==> src/rtl/uart_pkg.sv <==
// Shared UART definitions: parity modes, receiver states and baud divisor helper.
package uart_pkg;

    typedef enum int unsigned {
        PAR_NONE = 0,
        PAR_ODD  = 1,
        PAR_EVEN = 2
    } parity_e;

    typedef enum logic [2:0] {
        RX_IDLE      = 3'd0,
        RX_START     = 3'd1,
        RX_DATA      = 3'd2,
        RX_PARITY    = 3'd3,
        RX_STOP      = 3'd4,
        RX_WAIT_IDLE = 3'd5
    } rx_state_e;

    // Nearest-integer clocks per bit.
    function automatic int unsigned calc_div(input int unsigned clk_hz, input int unsigned baud);
        return (clk_hz + baud / 2) / baud;
    endfunction

endpackage

==> src/rtl/uart_baud_ctr.sv <==
// Loadable down-counter that parks at zero; o_zero marks a bit-timing tick.
module uart_baud_ctr #(
    parameter int unsigned WIDTH = 8
) (
    input  logic             clk,
    input  logic             rst,
    input  logic             i_load,
    input  logic [WIDTH-1:0] i_load_val,
    output logic             o_zero
);

    logic [WIDTH-1:0] r_count;

    always_ff @(posedge clk or posedge rst) begin
        if (rst) begin
            r_count <= '0;
        end else if (i_load) begin
            r_count <= i_load_val;
        end else if (r_count != '0) begin
            r_count <= r_count - 1'b1;
        end
    end

    assign o_zero = (r_count == '0);

endmodule

==> src/rtl/uart_rx_param.sv <==
// Parametrised UART receiver: synchronised rx, mid-bit sampling, parity/stop
// checking, single-entry output register with valid/ready handshake.
module uart_rx_param
    import uart_pkg::*;
#(
    parameter int unsigned CLK_HZ      = 66_000_000,
    parameter int unsigned BAUD        = 9_600,
    parameter int unsigned DATA_BITS   = 8,
    parameter int unsigned PARITY      = 0,
    parameter int unsigned STOP_BITS   = 1,
    parameter int unsigned SYNC_STAGES = 2
) (
    input  logic                 clk,
    input  logic                 rst,
    input  logic                 rx,
    output logic [DATA_BITS-1:0] data,
    output logic                 data_valid,
    input  logic                 data_ready,
    output logic                 parity_err,
    output logic                 frame_err,
    output logic                 overrun,
    output logic                 busy
);

    localparam int unsigned DIV  = calc_div(CLK_HZ, BAUD);
    localparam int unsigned HALF = DIV / 2;
    localparam int unsigned CW   = $clog2(DIV) + 1;
    localparam parity_e     PAR_MODE = parity_e'(PARITY);

    localparam logic [2:0] S_IDLE      = RX_IDLE;
    localparam logic [2:0] S_START     = RX_START;
    localparam logic [2:0] S_DATA      = RX_DATA;
    localparam logic [2:0] S_PARITY    = RX_PARITY;
    localparam logic [2:0] S_STOP      = RX_STOP;
    localparam logic [2:0] S_WAIT_IDLE = RX_WAIT_IDLE;

    if (DIV < 4 || DATA_BITS < 5 || DATA_BITS > 9 || PARITY > 2 ||
        STOP_BITS < 1 || STOP_BITS > 2 || SYNC_STAGES < 2) begin : g_param_check
        $error("uart_rx_param: illegal parameter set");
    end

    logic [SYNC_STAGES-1:0] r_sync;
    logic                   r_rx_prev;
    logic [2:0]             r_state;
    logic [DATA_BITS-1:0]   r_shift;
    logic [3:0]             r_bit_cnt;
    logic                   r_perr;
    logic                   r_ferr;
    logic                   r_commit;

    logic                   w_rx_s;
    logic                   w_fall;
    logic                   w_tick;
    logic                   w_load;
    logic [CW-1:0]          w_load_val;
    logic                   w_last_data;
    logic                   w_last_stop;

    always_ff @(posedge clk or posedge rst) begin
        if (rst) begin
            r_sync <= '1;
        end else begin
            r_sync <= {r_sync[SYNC_STAGES-2:0], rx};
        end
    end

    assign w_rx_s      = r_sync[SYNC_STAGES-1];
    assign w_fall      = r_rx_prev && !w_rx_s;
    assign w_last_data = (r_bit_cnt == 4'(DATA_BITS - 1));
    assign w_last_stop = (r_bit_cnt == 4'(STOP_BITS - 1));
    assign busy        = (r_state != S_IDLE);

    // First load lands on mid start bit; every later load spaces samples one bit apart.
    always_comb begin
        w_load     = 1'b0;
        w_load_val = CW'(DIV - 1);
        case (r_state)
            S_IDLE: begin
                if (w_fall) begin
                    w_load     = 1'b1;
                    w_load_val = CW'(HALF - 1);
                end
            end
            S_START:          w_load = w_tick && !w_rx_s;
            S_DATA, S_PARITY: w_load = w_tick;
            S_STOP:           w_load = w_tick && !w_last_stop;
            default:          w_load = 1'b0;
        endcase
    end

    uart_baud_ctr #(
        .WIDTH(CW)
    ) u_baud_ctr (
        .clk        (clk),
        .rst        (rst),
        .i_load     (w_load),
        .i_load_val (w_load_val),
        .o_zero     (w_tick)
    );

    always_ff @(posedge clk or posedge rst) begin
        if (rst) begin
            r_state   <= S_IDLE;
            r_rx_prev <= 1'b1;
            r_shift   <= '0;
            r_bit_cnt <= '0;
            r_perr    <= 1'b0;
            r_ferr    <= 1'b0;
            r_commit  <= 1'b0;
        end else begin
            r_rx_prev <= w_rx_s;
            r_commit  <= 1'b0;
            case (r_state)
                S_IDLE: begin
                    if (w_fall) r_state <= S_START;
                end
                S_START: begin
                    if (w_tick) begin
                        if (w_rx_s) begin
                            r_state <= S_IDLE;
                        end else begin
                            r_state   <= S_DATA;
                            r_bit_cnt <= '0;
                            r_perr    <= 1'b0;
                            r_ferr    <= 1'b0;
                        end
                    end
                end
                S_DATA: begin
                    if (w_tick) begin
                        r_shift <= {w_rx_s, r_shift[DATA_BITS-1:1]};
                        if (w_last_data) begin
                            r_bit_cnt <= '0;
                            r_state   <= (PAR_MODE != PAR_NONE) ? S_PARITY : S_STOP;
                        end else begin
                            r_bit_cnt <= r_bit_cnt + 4'd1;
                        end
                    end
                end
                S_PARITY: begin
                    if (w_tick) begin
                        r_perr  <= (((^r_shift) ^ w_rx_s) != (PAR_MODE == PAR_ODD));
                        r_state <= S_STOP;
                    end
                end
                S_STOP: begin
                    if (w_tick) begin
                        r_ferr <= r_ferr | !w_rx_s;
                        if (w_last_stop) begin
                            r_commit <= 1'b1;
                            r_state  <= w_rx_s ? S_IDLE : S_WAIT_IDLE;
                        end else begin
                            r_bit_cnt <= r_bit_cnt + 4'd1;
                        end
                    end
                end
                S_WAIT_IDLE: begin
                    if (w_rx_s) r_state <= S_IDLE;
                end
                default: r_state <= S_IDLE;
            endcase
        end
    end

    // A commit wins over a same-cycle accept: the old frame is consumed, the new one loaded.
    always_ff @(posedge clk or posedge rst) begin
        if (rst) begin
            data       <= '0;
            data_valid <= 1'b0;
            parity_err <= 1'b0;
            frame_err  <= 1'b0;
            overrun    <= 1'b0;
        end else if (r_commit) begin
            data       <= r_shift;
            parity_err <= r_perr;
            frame_err  <= r_ferr;
            overrun    <= data_valid && !data_ready;
            data_valid <= 1'b1;
        end else if (data_valid && data_ready) begin
            data_valid <= 1'b0;
        end
    end

endmodule

==> config.mk <==
export PLATFORM = sky130hd
export DESIGN_NAME = uart_rx_param
export DESIGN_NICKNAME = d
export VERILOG_FILES = /design/src/rtl/uart_pkg.sv /design/src/rtl/uart_baud_ctr.sv /design/src/rtl/uart_rx_param.sv
export SDC_FILE = /design/constraint.sdc
export NUM_CORES = 1
export LEC_CHECK = 0
export BUFFER_PORTS_ARGS = -buffer_cell sky130_fd_sc_hd__buf_4
export CELL_PAD_IN_SITES_DETAIL_PLACEMENT = 1
export CELL_PAD_IN_SITES_GLOBAL_PLACEMENT = 2
export CORE_ASPECT_RATIO = 1.4
export CORE_UTILIZATION = 43
export DETAILED_ROUTE_END_ITERATION = 8
export GPL_TIMING_DRIVEN = 0
export PLACE_DENSITY = 0.84
export SLEW_MARGIN = 15
export SYNTH_ARGS = -nofsm -noshare
export SYNTH_HDL_FRONTEND = slang
export SYNTH_SLANG_ARGS = --single-unit
==> constraint.sdc <==
create_clock -name clk -period 3.6 [get_ports clk]
set_clock_uncertainty 0.05 [all_clocks]
set_input_delay 0.36 -clock clk [delete_from_list [all_inputs] [get_ports clk]]
set_output_delay 0.36 -clock clk [all_outputs]
set_load 0.05 [all_outputs]
==> results of run 1 <==
[cell type report]
cell class	instances	area, um2
Fill cell	564	2510
Tap cell	66	82.6
Buffer	10	41.3
Clock inverter	2	35.0
Clock buffer	6	82.6
Sequential cell	47	1180
Multi-Input combinational cell	146	1080
Timing Repair Buffer	18	150
Inverter	10	37.5
[final timing paths]
check	start	endpoint	slack, ns	cells after the start
hold reg to reg	r_sync[0]	r_sync[1]	0.32	0
setup / recovery	u_baud_ctr.r_count[6]	r_bit_cnt[3]	1.18	6
max in group asynchronous	rst	r_rx_prev	2.45	4
setup reg to reg	u_baud_ctr.r_count[6]	r_bit_cnt[3]	1.18	6
min in group asynchronous	rst	u_baud_ctr.r_count[4]	0.50	3
hold / removal	rx	r_sync[0]	0.10	1
[timing repair]
item,in CTS,in global routing
hold buffers,1,0
setup buffers,0,0
hold endpoints to repair,10,0
[synthesized netlist by cell type, drive strengths merged (2+ instances only)]
cell type,count,area share [%]
or2,3,0.80
nor3,2,0.43
or3b,2,0.75
a21oi,3,0.64
inv,10,1.6
dfrtp,44,47
nor2,12,2.0
nand2b,4,1.1
nor2b,4,1.1
a21o,2,0.64
buf,4,0.80
and2,2,0.53
dfstp,3,3.4
mux2,18,8.7
ha,4,2.1
a31oi,2,0.53
nand2,12,1.9
or4,2,0.96
xor2,2,0.75
or3,3,1.0
xnor2,18,6.7
nor3b,2,0.64
nor4,7,2.8
o21ai,18,3.8
clkbuf,6,0.96
nand3b,2,0.64
o31ai,5,1.6
nor4b,2,0.75
[power groups by stage]
stage | sequential (W) | clock (W) | combinational [W]
floorplan | 0.000655 | 0 | 0.000174
global placement | 0.000667 | 0 | 0.000206
detailed placement | 0.000673 | 0 | 0.000227
CTS | 0.000665 | 0.000414 | 0.000229
global route | 0.000674 | 0.000436 | 0.000256
finish | 0.000665 | 0.000404 | 0.000225
[flip-flops by register name, summed over array words and instances, names as in the netlist]
register,flops
data,8
data_valid,1
frame_err,1
overrun,1
parity_err,1
r_bit_cnt,4
r_commit,1
r_ferr,1
r_perr,1
r_rx_prev,1
r_shift,8
r_state,3
r_sync,2
u_baud_ctr.r_count,14
[routing by layer]
metal	routed length, um	track usage (%)	up-vias
met1	1930	20.7	860
met4	144	9.70	0
li1	-	-	788
met2	3060	41.1	19
met3	79	3.19	13
met5	0	0	-
[logic make-up (layout without fill, tap and decap cells)]
kind of cell    Yosys count  count (layout)  synth area share (%)
compound gates           39              39                  10.5
xor+xnor                 20              20                  7.49
fa+ha+maj                 4               4                  2.14
buf+inv                  20              46                  3.37
flops                    47              47                  50.4
mux                      18              18                  8.66
simple gates             65              65                  17.4
[metrics by stage]
stage / power, W / worst slack, ns
2_1_floorplan: 0.000829 / 1.57
3_3_place_gp: 0.000873 / 1.34
3_5_place_dp: 0.000899 / 1.24
4_1_cts: 0.00131 / 1.22
5_1_grt: 0.00137 / 1.05
6_report: 0.00129 / 1.18
==> results.md, run 1 <==
* Core area at ~5200 um2
* Seq pwr share at between 50% and 60%
* DRC Markers at 0
* Ys Warns at 0
* NetSw at between 0.0003 and 0.0004 W
* Clock Pin Slew Worst Setup and Hold Paths at approximately 0.09 ns
* Final Critical Period at 2.42 ns
* Vias/cell at around 5.5
* Worst IR drop on VDD at ~0.38 mV
* CP Data Required Time at 3.80 ns
* I/O pin cnt at 17
* Post-synth net total at approximately 220
* Delay of the slowest cell on the worst path at roughly 0.46 ns
* Total Routing Usage GR at around a fifth
* Gates resized, CTS repair at 0
* Vias in the first global route at about 1900
* Crit path launch type: flip-flop
* Post-synthesis async set-or-reset flop share at 100%
* Final hold viol count at 0
* Crit-path cells: nor4_1, nand4_1, or2_1, buf_2, nor4_1, a211o_1
* Crit Path Max Fanout at 7
* Initial antenna violation count at 0
* Max transition margin at a little over three fifths
* Grt ovf at 0
* Maximum capacitance violations at 0
* Worst path bufs/invs at 1
* Placer Congestion at 0.800
* Root buf cell: clkbuf_8
* Post-Synthesis Cells at 213
* CTS Buf Count at 5
* # H-tree levels at 2
* First drt pass iteration count at 4
* Commonest non-fill, non-tap cell in the layout: dfrtp_1
* CTS max path bufs at 2
* CTS tree: done
* Slew @ Worst Pin at approximately 0.55 ns
* DR vias at ~1700
* Layout cell share with drive strength beyond 1 at about a quarter
* Sequential fraction of the synthesis area at about half
* Setup TNS at 0 ns
* Nets at 246
* First-pass GRT wire length at about 9.0 mm
* Crit path DAT at around 2.6 ns
* PD cells at 481 nW/um2
* Final HPWL DP at approximately 4 mm
* Initial core utilization at a little under half
* Worst-Skew Late Latency at around 0.30 ns
* Area Growth Syn to Fin at 15.0%
* Crit path max-delay family: simple AND/OR/NAND/NOR gates
* Final Cycle Share at between 60 and 70%
* Int Pwr at 0.000919 W
* Die H at a little under 90 um
* Pin count of the biggest net entering global routing at 37
* Max Slew Vio Count at 0
* Slowest cell on the critical path: nor4_1
* CP dominant cell by count: nor4_1
* Outcome: finished clean
* Syn avg cell area at about 11 um2
* Post-synthesis register bit count at 47
* Detail Route Antenna Nets at 0
* Fin util at between 50% and 60%
* Row cnt at 31
* Synth Cell Area at approximately 2300 um2
* Clk pwr share at about 31%
* Hold Path Class: in2reg
* Detailed Route WL at about 5.2 mm
* Antenna Cells at 0
* Buffers on Ports at 16
* Critical path class: reg2reg
* Die area at approximately 5700 um2
* Die Width at roughly 64 um
* RSZ-0062 raised after global routing: false
* Final Instance Area at about 2700 um2
* Lkg Pwr at around 1.2 nW
* Highest Clock Rate at about 0.41 GHz
* CTS sink count at 47
* Primary FF master, synth: dfrtp_1
* Logic pwr share at around 17%
* CP endpoint kind: flip-flop
* Hold slack at 0.103 ns
* Placement Cell Area at about 2600 um2
* # setup viols final at 0
* EDFF count, synth at 0
* Dpl cells at approximately 300
* Avg WL per Cell at between 15 and 20 um
* Final Instance Count excl. Fillers at between 300 and 400
* DR iter-0 viols at roughly 110
* Commonest cells after routing, fill and taps aside: dfrtp_1 (44), mux2_2 (18), xnor2_1 (18), o21ai_0 (17), buf_4 (16)
* Net Sw Frac at 29.0%
* Distinct cell type count after synthesis at 50
Note: power is estimated with default switching activity, not from simulation.
==> inputs of run 2 (changes only) <==
--- a/config.mk
+++ b/config.mk
@@ -9,10 +9,10 @@
 export CELL_PAD_IN_SITES_DETAIL_PLACEMENT = 1
 export CELL_PAD_IN_SITES_GLOBAL_PLACEMENT = 2
 export CORE_ASPECT_RATIO = 1.4
-export CORE_UTILIZATION = 43
+export CORE_UTILIZATION = 40
 export DETAILED_ROUTE_END_ITERATION = 8
 export GPL_TIMING_DRIVEN = 0
-export PLACE_DENSITY = 0.84
+export PLACE_DENSITY = 0.79
 export SLEW_MARGIN = 15
 export SYNTH_ARGS = -nofsm -noshare
 export SYNTH_HDL_FRONTEND = slang
==> constraint.sdc (replaced) <==
create_clock -name clk -period 2.3 [get_ports clk]
set_clock_uncertainty 0.05 [all_clocks]
set_input_delay 0.23 -clock clk [delete_from_list [all_inputs] [get_ports clk]]
set_output_delay 0.23 -clock clk [all_outputs]
set_load 0.05 [all_outputs]
==> results.md, run 2 (synthesis results as in run 1) <==
* Worst path bufs/invs at 1
* DR vias at 1665
* # setup viols final at 0
* Die area at a little over 6000 um2
* Vias/cell at about 5.4
* Grt ovf at 0
* CTS Buf Count at 5
* Avg WL per Cell at approximately 16 um
* Nets at around 250
* RSZ-0062 raised after global routing: false
* Critical path class: reg2reg
* Die H at around 92 um
* CP dominant cell by count: and2_1
* Total Routing Usage GR at 18.1%
* Crit path DAT at about 2.3 ns
* R2R cell count at 7
* Hold Path Class: in2reg
* Final Critical Period at between 2 and 2.5 ns
* PD cells at 764 nW/um2
* Final Instance Area at ~2800 um2
* Crit path depth at 7
* Maximum capacitance violations at 0
* Buffers on Ports at 16
* Vias in the first global route at about 1800
* First-pass GRT wire length at approximately 8.5 mm
* Slew @ Worst Pin at between 0.5 and 0.6 ns
* Crit path launch type: flip-flop
* Critical R2R Capture: u_baud_ctr.r_count[3]
* # H-tree levels at 2
* Detailed Route WL at 4.92 mm
* Reg with most FFs: u_baud_ctr.r_count
* DRC Markers at 0
* CP endpoint kind: flip-flop
* Number of flip-flops in the largest register at 14
* Placement Cell Area at about 2600 um2
* Commonest non-fill, non-tap cell in the layout: dfrtp_1
* Crit Path Max Fanout at 7
* First drt pass iteration count at 4
* DR iter-0 viols at 126
* Max Slew Vio Count at 0
* Highest Clock Rate at roughly 0.47 GHz
* Core area at roughly 5600 um2
* Final hold viol count at 0
* CTS max path bufs at 2
* CTS tree: done
* Root buf cell: clkbuf_8
* Antenna Cells at 0
* Final Cycle Share at between 90 and 100%
* Reg-to-reg setup timing slack at ~0.17 ns
* Dpl cells at just under 300
* Worst-Skew Late Latency at around 0.3 ns
* I/O pin cnt at 17
* Slowest cell on the critical path: or3b_2
* Worst IR drop on VDD at approximately 0.34 mV
* Pin count of the biggest net entering global routing at 33
* Detail Route Antenna Nets at 0
* Outcome: finished clean
* Design Power at around 0.0021 W
* Commonest cells after routing, fill and taps aside: dfrtp_1 (44), mux2_2 (18), xnor2_1 (18), buf_4 (18), o21ai_0 (17)
* Clock Pin Slew Worst Setup and Hold Paths at approximately 0.090 ns
* Crit Reg-Reg Startpoint: r_bit_cnt[0]
* Initial core utilization at between 40% and 50%
* Crit-path cells: inv_1, ha_1, or3b_2, and2_1, o21ai_2, and2_1, o211ai_1
* Placer Congestion at approximately 0.74
* CP Data Required Time at ~2.4 ns
* Layout cell share with drive strength beyond 1 at 27.7%
* Fillers at between 600 and 700
* Initial antenna violation count at 0
* Area Growth Syn to Fin at 17.9%
* Row cnt at 32
* Worst Setup SP: r_bit_cnt[0]
* DP Worst Slack at -0.0491 ns
* Final HPWL DP at between 3 and 4 mm
* CTS sink count at 47
* Final setup margin at between 0.15 and 0.2 ns
* Largest regs: u_baud_ctr.r_count (14), data (8), r_shift (8)
* Die Width at 66.6 um
* Final Instance Count excl. Fillers at between 300 and 400
* Lkg Pwr at ~1.2 nW
* Delay of the slowest cell on the worst path at 0.50 ns
* Critical Path Sink: u_baud_ctr.r_count[3]
* Crit path max-delay family: simple AND/OR/NAND/NOR gates
* Setup TNS at 0 ns
* Max transition margin at between 60% and 70%
==> run 2: cell types whose count changed in the layout (fill, tap and decap cells not counted), sizes merged <==
cell / delta
clkbuf: +2
bufinv: +1
clkinv: -1
dlygate4sd3: +1
==> run 2: through the flow <==
| step | utilization, % | hold slack [ns] |
|---|---|---|
| 2_1_floorplan | - | 0.184 |
| 3_3_place_gp | 45.7 | 0.288 |
| 3_5_place_dp | 46.1 | 0.196 |
| 4_1_cts | 49.2 | 0.185 |
| 5_1_grt | 49.6 | 0.185 |
| 6_report | 49.6 | 0.189 |
==> run 2: routing by layer <==
metal	routed length [um]	global-route usage, %	part of all wire, %
met4	64	4.43	1.3
met1	2100	21.4	43
met5	0	0	0
met2	2650	32.8	54
met3	105	3.33	2.1
==> run 2: report_power, final <==
group | leakage [nW] | internal [W] | switching [W]
logic | 0.552 | 0.000171 | 0.000178
clock network | 0.0654 | 0.000434 | 0.000276
registers | 0.609 | 0.000920 | 0.000130
total | 1.23 | 0.00152 | 0.000584
==> run 2: worst min path at each step <==
| stage | endpoint | startpoint | cells after the start |
|---|---|---|---|
| after floorplan | r_sync[0] | rx | 0 |
| after global placement | r_sync[0] | rx | 1 |
| after detailed placement | u_baud_ctr.r_count[7] | rst | 2 |
| after CTS | data_valid | data_ready | 3 |
| after global routing | data_valid | data_ready | 3 |
| final | data_valid | data_ready | 3 |
==> run 2: tightest hold or removal path, delay by kind of cell <==
kind / cells / cell delay, ns
AOI/OAI and AO/OA: 1 / 0.11
buffers and inverters: 2 / 0.17
==> run 2: what timing repair did <==
action                                  4_1_cts  5_1_grt
pin swaps                                     1        0
buffers inserted                              2        0
gates cloned                                  0        0
hold endpoints to repair                     16        0
endpoints found under the setup margin       10       18
hold buffers                                  2        0
resized for setup                             1        5
==> run 2: layout make-up <==
cell class / instances / area [um2] / area share, %
Clock buffer: 6 / 72.6 / 2.63
Clock inverter: 2 / 60.1 / 2.18
Inverter: 10 / 37.5 / 1.36
Tap cell: 68 / 85.1 / 3.08
Buffer: 10 / 46.3 / 1.68
Sequential cell: 47 / 1180 / 42.8
Multi-Input combinational cell: 146 / 1100 / 40.0
Timing Repair Buffer: 21 / 175 / 6.35
==> inputs of run 3 (changes only) <==
--- a/config.mk
+++ b/config.mk
@@ -11,7 +11,6 @@
 export CORE_ASPECT_RATIO = 1.4
 export CORE_UTILIZATION = 40
 export DETAILED_ROUTE_END_ITERATION = 8
-export GPL_TIMING_DRIVEN = 0
 export PLACE_DENSITY = 0.79
 export SLEW_MARGIN = 15
 export SYNTH_ARGS = -nofsm -noshare
==> results.md, run 3 (synthesis results as in run 1) <==
* Outcome: finished clean
* Largest regs: u_baud_ctr.r_count (14), data (8), r_shift (8)
* Buffers on Ports at 16
* Placement Cell Area at between 2000 and 3000 um2
* Seq pwr share at ~55%
* Met2 WL post-DR at 2.74 mm
* Slew @ Worst Pin at ~0.58 ns
* CTS Buf Count at 5
* Row cnt at 32
* Reg-to-reg setup timing slack at about 0.21 ns
* Crit path DAT at roughly 2.2 ns
* R2R cell count at 6
* Die Width at roughly 67 um
* CTS max path bufs at 2
* Hold Path Class: in2async
* Vias in the first global route at 1858
* Final Critical Period at about 2.1 ns
* Final setup margin at around 0.21 ns
* Max Slew Vio Count at 0
* Commonest non-fill, non-tap cell in the layout: dfrtp_1
* Pin count of the biggest net entering global routing at 48
* Nets at between 200 and 250
* DR iter-0 viols at 74
* PD cells at between 700 and 800 nW/um2
* CTS tree: done
* Final hold viol count at 0
* Clock Pin Slew Worst Setup and Hold Paths at 0.09 ns
* Detail Route Antenna Nets at 0
* I/O pin cnt at 17
* Die area at a little over 6000 um2
* DR vias at approximately 1600
* Final HPWL DP at around 3.7 mm
* Int Pwr at between 0.001 and 0.0015 W
* Uppermost layer routed: met4
* Die H at between 90 and 100 um
* Highest Clock Rate at between 0.4 and 0.5 GHz
* Design Power at 0.00193 W
* First-pass GRT wire length at 8.65 mm
* RSZ-0062 raised after global routing: false
* Dpl cells at between 200 and 300
* Grt ovf at 0
* DP Worst Slack at between 0.15 and 0.2 ns
* Detailed Route WL at 5.02 mm
* Commonest cells after routing, fill and taps aside: dfrtp_1 (44), buf_4 (23), mux2_2 (18), xnor2_1 (18), o21ai_0 (17)
* Worst-Skew Late Latency at ~0.3 ns
* NetSw at ~0.00060 W
* Worst IR drop on VDD at 0.368 mV
* Lkg Pwr at around 1.2 nW
* Clk pwr share at between 20% and 30%
* Area Growth Syn to Fin at 14.1%
* Critical path class: reg2reg
* CP endpoint kind: flip-flop
* # Post-CTS Setup Buffers at 0
* Avg WL per Cell at around 17 um
* Crit Reg-Reg Startpoint: u_baud_ctr.r_count[6]
* Final Instance Area at ~2700 um2
* Final Cycle Share at between 90 and 100%
* DRC Markers at 0
* Setup TNS at 0 ns
* Number of flip-flops in the largest register at 14
* Net Sw Frac at slightly above 30%
* Logic pwr share at between 15 and 20%
* Root buf cell: clkbuf_8
* CP Data Required Time at 2.44 ns
* Core area at 5570 um2
* CTS sink count at 47
* Fillers at between 600 and 700
* Sequential Area at 1180 um2
* Total Routing Usage GR at a little under a fifth
* Layout cell share with drive strength beyond 1 at around 29%
* First drt pass iteration count at 3
* Max transition margin at around three fifths
* Metal-1 WL at 2.11 mm
* Final Instance Count excl. Fillers at around 300
* Antenna Cells at 0
* Wire length on met3 at between 80 and 90 um
* Placer Congestion at 0.810
* Area of the multi-input gates at around 1100 um2
* Crit path launch type: flip-flop
* Vias/cell at ~5.4
* # H-tree levels at 2
* Maximum capacitance violations at 0
* # setup viols final at 0
* Initial core utilization at 42.0%
* Initial antenna violation count at 0
* Critical R2R Capture: r_perr
* Reg with most FFs: u_baud_ctr.r_count
* Crit Path Max Fanout at 9
## run 3: cell types whose count changed in the layout (fill, tap and decap cells not counted), sizes merged
cell | before | now
buf | 21 | 23
bufinv | 2 | 0
dlygate4sd3 | 2 | 1
clkbuf | 14 | 6
clkinv | 0 | 1
clkinvlp | 0 | 1
## run 3: layer usage
| layer | global-route usage, % | up-vias |
|---|---|---|
| met5 | 0 | - |
| met4 | 7.09 | 0 |
| met3 | 2.96 | 8 |
| met2 | 33.8 | 18 |
| met1 | 21.1 | 837 |
| li1 | - | 784 |
## run 3: layout make-up
class,instances,share of cell area (%)
Clock buffer,6,3.09
Clock inverter,2,0.609
Inverter,10,1.41
Multi-Input combinational cell,146,40.6
Sequential cell,47,44.2
Tap cell,68,3.19
Timing Repair Buffer,24,6.84
## run 3: power by group through the flow
stage	Combinational, W	Sequential (W)	Clock, W
2_1_floorplan	0.000272	0.00103	0
3_3_place_gp	0.000317	0.00106	0
3_5_place_dp	0.000336	0.00107	0
4_1_cts	0.000341	0.00106	0.000569
5_1_grt	0.000373	0.00107	0.000588
6_report	0.000333	0.00105	0.000540
## run 3: how the worst max path moves through the flow
stage | start | endpoint | cells after the start
CTS | r_bit_cnt[0] | r_bit_cnt[3] | 7
detailed placement | r_bit_cnt[0] | r_bit_cnt[3] | 7
floorplan | r_state[1] | u_baud_ctr.r_count[3] | 6
finish | u_baud_ctr.r_count[6] | r_perr | 6
global placement | u_baud_ctr.r_count[6] | r_shift[3] | 4
global route | u_baud_ctr.r_count[6] | r_shift[2] | 4
## run 3: repair_timing
item | 4_1_cts | 5_1_grt
setup endpoints to repair | 0 | 2
resized for setup | 0 | 2
hold buffers | 1 | 0
hold endpoints to repair | 1 | 0
## run 3: through the flow
step | utilization [%] | hold WS (ns)
final | 48.0 | 0.0101
after global routing | 48.0 | 0.0680
after CTS | 47.9 | 0.0376
after detailed placement | 45.9 | 0.294
after global placement | 45.9 | 0.289
after floorplan | - | 0.184
## run 3: critical path, cell delays in order, from the launching register on
cell,delay (ns)
dfrtp_1,0.43
nor4_1,0.46
and4b_2,0.42
buf_4,0.19
nand3b_1,0.11
o21ai_0,0.21
o31ai_1,0.10
